==> src/rtl/if_fetch_unit.sv <==
// Instruction-fetch front end: owns the fetch PC, runs a single-outstanding
// req/gnt/rvalid handshake to instruction memory and presents pc/ins to IF/ID.
module if_fetch_unit #(
    parameter logic [31:0] RESET_PC = 32'h0000_0000,
    parameter int unsigned PC_STEP  = 4
) (
    input  logic        clk,
    input  logic        rst,
    input  logic        enable_if,
    input  logic        pcsrc,
    input  logic [31:0] branch_target,
    output logic        imem_req,
    output logic [31:0] imem_addr,
    input  logic        imem_gnt,
    input  logic        imem_rvalid,
    input  logic [31:0] imem_rdata,
    output logic [31:0] pc,
    output logic [31:0] ins,
    output logic        fetch_valid
);

    localparam logic [31:0] RESET_PC_A = RESET_PC & ~32'h3;
    localparam logic [31:0] STEP       = 32'(PC_STEP);

    typedef enum logic [1:0] {
        S_REQ  = 2'd0,
        S_WAIT = 2'd1,
        S_HOLD = 2'd2,
        S_DROP = 2'd3
    } state_t;

    state_t      state_q, state_d;
    logic [31:0] fetch_pc_q, fetch_pc_d;
    logic [31:0] hold_pc_q, hold_pc_d;
    logic [31:0] hold_ins_q, hold_ins_d;
    logic [31:0] target_c;

    assign target_c = branch_target & ~32'h3;

    // State and datapath registers
    always_ff @(posedge clk or posedge rst) begin
        if (rst) begin
            state_q    <= S_REQ;
            fetch_pc_q <= RESET_PC_A;
            hold_pc_q  <= 32'h0;
            hold_ins_q <= 32'h0;
        end else begin
            state_q    <= state_d;
            fetch_pc_q <= fetch_pc_d;
            hold_pc_q  <= hold_pc_d;
            hold_ins_q <= hold_ins_d;
        end
    end

    // Next-state logic; a redirect always rewrites fetch_pc, whatever the state
    always_comb begin
        state_d    = state_q;
        fetch_pc_d = fetch_pc_q;
        hold_pc_d  = hold_pc_q;
        hold_ins_d = hold_ins_q;

        case (state_q)
            S_REQ: begin
                if (pcsrc) begin
                    fetch_pc_d = target_c;
                    if (imem_gnt) begin
                        state_d = S_DROP;
                    end
                end else if (imem_gnt) begin
                    state_d = S_WAIT;
                end
            end
            S_WAIT: begin
                if (pcsrc) begin
                    fetch_pc_d = target_c;
                    state_d    = imem_rvalid ? S_REQ : S_DROP;
                end else if (imem_rvalid) begin
                    hold_pc_d  = fetch_pc_q;
                    hold_ins_d = imem_rdata;
                    state_d    = S_HOLD;
                end
            end
            S_HOLD: begin
                if (pcsrc) begin
                    fetch_pc_d = target_c;
                    state_d    = S_REQ;
                end else if (enable_if) begin
                    fetch_pc_d = fetch_pc_q + STEP;
                    state_d    = S_REQ;
                end
            end
            S_DROP: begin
                // Stale response still owed by memory; swallow it before re-requesting
                if (pcsrc) begin
                    fetch_pc_d = target_c;
                end
                if (imem_rvalid) begin
                    state_d = S_REQ;
                end
            end
            default: begin
                state_d = S_REQ;
            end
        endcase
    end

    // Outputs decoded from registered state; request is masked during reset
    assign imem_req    = (state_q == S_REQ) && !rst;
    assign imem_addr   = fetch_pc_q;
    assign fetch_valid = (state_q == S_HOLD);
    assign pc          = fetch_valid ? hold_pc_q  : 32'h0;
    assign ins         = fetch_valid ? hold_ins_q : 32'h0;

endmodule

==> config.mk <==
export PLATFORM = sky130hd
export DESIGN_NAME = if_fetch_unit
export DESIGN_NICKNAME = d
export VERILOG_FILES = /design/src/rtl/if_fetch_unit.sv
export SDC_FILE = /design/constraint.sdc
export NUM_CORES = 1
export LEC_CHECK = 0
export ABC_CLOCK_PERIOD_IN_PS = 4300
export BUFFER_PORTS_ARGS = -buffer_cell sky130_fd_sc_hd__buf_2
export CORE_ASPECT_RATIO = 1.5
export CORE_UTILIZATION = 50
export DETAILED_ROUTE_END_ITERATION = 10
export PLACE_DENSITY = 0.87
export SLEW_MARGIN = 10
export SYNTH_ARGS = -nofsm -noshare
export SYNTH_HDL_FRONTEND = slang
export SYNTH_SLANG_ARGS = --single-unit
==> constraint.sdc <==
create_clock -name clk -period 4.3 [get_ports clk]
set_input_delay 0.86 -clock clk [delete_from_list [all_inputs] [get_ports clk]]
set_output_delay 0.86 -clock clk [all_outputs]
set_load 0.01 [all_outputs]
==> out/results.ini <==
[run_status]
status=finished clean

[timing]
fmax_ghz=0.326
finalSetupViolations=0
worstMarginPinSlew_ns=1.09
fin_tns_setup_ns=0
period_share=0.713
maxSlewHeadroom=0.271
skew_ns=0.00601
final_hold_viol_count=0
final_max_slew_viol_count=0
rsz0062_at_grt=no
setup_ws_ns=1.23
min_period_ns=3.07
hold-worst-slack_ns=0.499

[yosys]
synthDistinctLibCells=40
synth_compound_area_frac=0.0696
syn-cell-area_um2=4670
synthMuxAreaShare=0.152
synth_top_family_by_area=simple AND/OR/NAND/NOR gates
synth_flop_cell=dfrtp_1
synthAdderAreaFrac=0.00268
synthCells=437
synth.avg_cell_area_um2=10.7
synth_seq_cells=94
synth-edff-count=0
synth-simple-area-share=0.220
synth_xor_area_frac=0.0150
ys_async_sr_fraction=1.00
ys_seq_area_frac=0.504
yosys_warnings=0

[floorplanning]
die_h_um=120
io_pins=168
die_width_um=80.9
start_util=0.523
rows=42
die_area_um2=9740
coreArea_um2=8930

[routing]
ant_nets=0
dr.pass1.iters=4
drt-total-wl_mm=10.9
wl_per_cell_um=15.5
drc=0
first_iter_violations=228
vias_per_cell=5.57
vias=3906

[placed_design]
gp_congestion=0.892
post-place-cells=685
pre_cts_ws_ns=1.47
dp_hpwl_mm=7.80
portBuffers=161

[power]
p_leak_nw=2.79
p_per_area_nw_per_um2=556
peakVddDrop_uv=355

[setup_path]
regToRegStartpoint=state_q[0]
criticalPathCategory=reg2out
rr_endpoint=imem_addr[25]
crit_arrival_ns=2.21
cpPeakStageDelay_ns=0.93
path_cells=nor2b_4, and2_1, buf_2
cp-start-kind=register
path_max_fanout=66
cp_slowest_cell=nor2b_4
r2r_cells=4
critPathCaptureType=primary output
required_ns=3.44
r2r_slack_ns=1.90

[clock_tree]
htreeDepth=3
cts-hold-fix-buffers=0
clk_pin_slew_ns=0.06
cts_tree=built
clock_latency_ns=0.34
clock_sinks=94
clockBufferDepth=2
cts_root_buf=clkbuf_16
cts_buffers=9
post_cts.repair.setup_buffers=0
cts_resized=0

[cells_and_area]
area_growth_pct=24.9
drive_above_1_share=0.421
fin_cells=701
num_antenna_cells=0
layout_common_cells=buf_2 (161), dfrtp_1 (94), and2_1 (63)
mostFrequentLayoutCell=buf_2
nNetsFinal=657

[worst_hold_path]
min_path_cells=1
min_to=hold_pc_q[16]
hp-start=hold_pc_q[16]
min_path_type=reg2reg

[grt]
grt_max_degree=67
grt_pass1_vias=3608
gr-total-overflow=0
grtUsageTotal=0.232
grt_pass1_wl_mm=17.1
antenna_found_initial=0

[run]
drv_cap=0

[Yosys cell counts (all sizes together), types with 6 or more instances]
master | number | share of area
nand3 | 18 | 0.020
nand2 | 28 | 0.023
a31oi | 13 | 0.017
and2 | 63 | 0.084
buf | 6 | 0.0091
clkbuf | 24 | 0.019
o21ai | 17 | 0.018
dfrtp | 94 | 0.50
mux2 | 62 | 0.15
or4 | 18 | 0.029
inv | 10 | 0.0080
nor2 | 18 | 0.014
o31ai | 9 | 0.014
[kinds of logic (layout without fill, tap and decap cells)]
kind of cell	count (synthesis)	count (layout)
simple gates	178	178
mux	63	63
flops	94	94
buf+inv	40	191
fa+ha+maj	1	1
compound gates	52	52
other cells	1	4
xor+xnor	8	8
[report_power, final]
group          total (mW)  internal [mW]  leakage [nW]  switching [mW]
Clock               0.771          0.440         0.145           0.331
Combinational        1.06          0.563          1.53           0.499
Sequential           1.41           1.21          1.12           0.195
Total                3.24           2.22          2.79            1.02
[worst max-delay path: cells and delay by family (launching register included)]
| family | cells | cell delay (ns) |
|---|---|---|
| AND/OR/NAND/NOR | 2 | 1.19 |
| buffers and inverters | 1 | 0.14 |
| flip-flops | 1 | 0.51 |
[final cells by class]
type                       count  area (µm²)
clock inverter                 4        30.0
multi-input combinational    306        2170
sequential                    94        2350
fill                         690        3100
inverter                      10        40.0
clock buffer                  12         267
tap                          110         138
timing repair buffer         165         836
[worst max-delay path by stage]
| stage | to | slack, ns | depth (start not counted) | from |
|---|---|---|---|---|
| floorplan | hold_ins_q[0] | 0.99 | 1 | rst |
| global placement | imem_addr[25] | 1.52 | 5 | enable_if |
| detailed placement | imem_addr[25] | 1.47 | 5 | enable_if |
| CTS | ins[12] | 1.15 | 3 | state_q[1] |
| global route | ins[16] | 1.01 | 3 | state_q[1] |
| finish | ins[12] | 1.23 | 3 | state_q[1] |
[layer usage]
| metal | global-route usage | wire length (µm) | share of wire |
|---|---|---|---|
| met2 | 0.389 | 5550 | 0.51 |
| met1 | 0.276 | 4300 | 0.40 |
| met3 | 0.0347 | 597 | 0.055 |
| met5 | 0 | 0 | 0 |
| met4 | 0.135 | 407 | 0.038 |
[state kept, by name, indices dropped and copies added, names as in the netlist]
name	cells
hold_ins_q	32
hold_pc_q	30
imem_addr	30
state_q	2
[stage by stage]
stage           util  total power, mW  cell area, µm²
2_1_floorplan      -             2.10            4680
3_3_place_gp   0.620             2.43            5540
3_5_place_dp   0.620             2.51            5540
4_1_cts        0.653             3.28            5830
5_1_grt        0.653             3.44            5830
6_report       0.653             3.24            5830
Note: power is estimated with default switching activity, not from simulation.
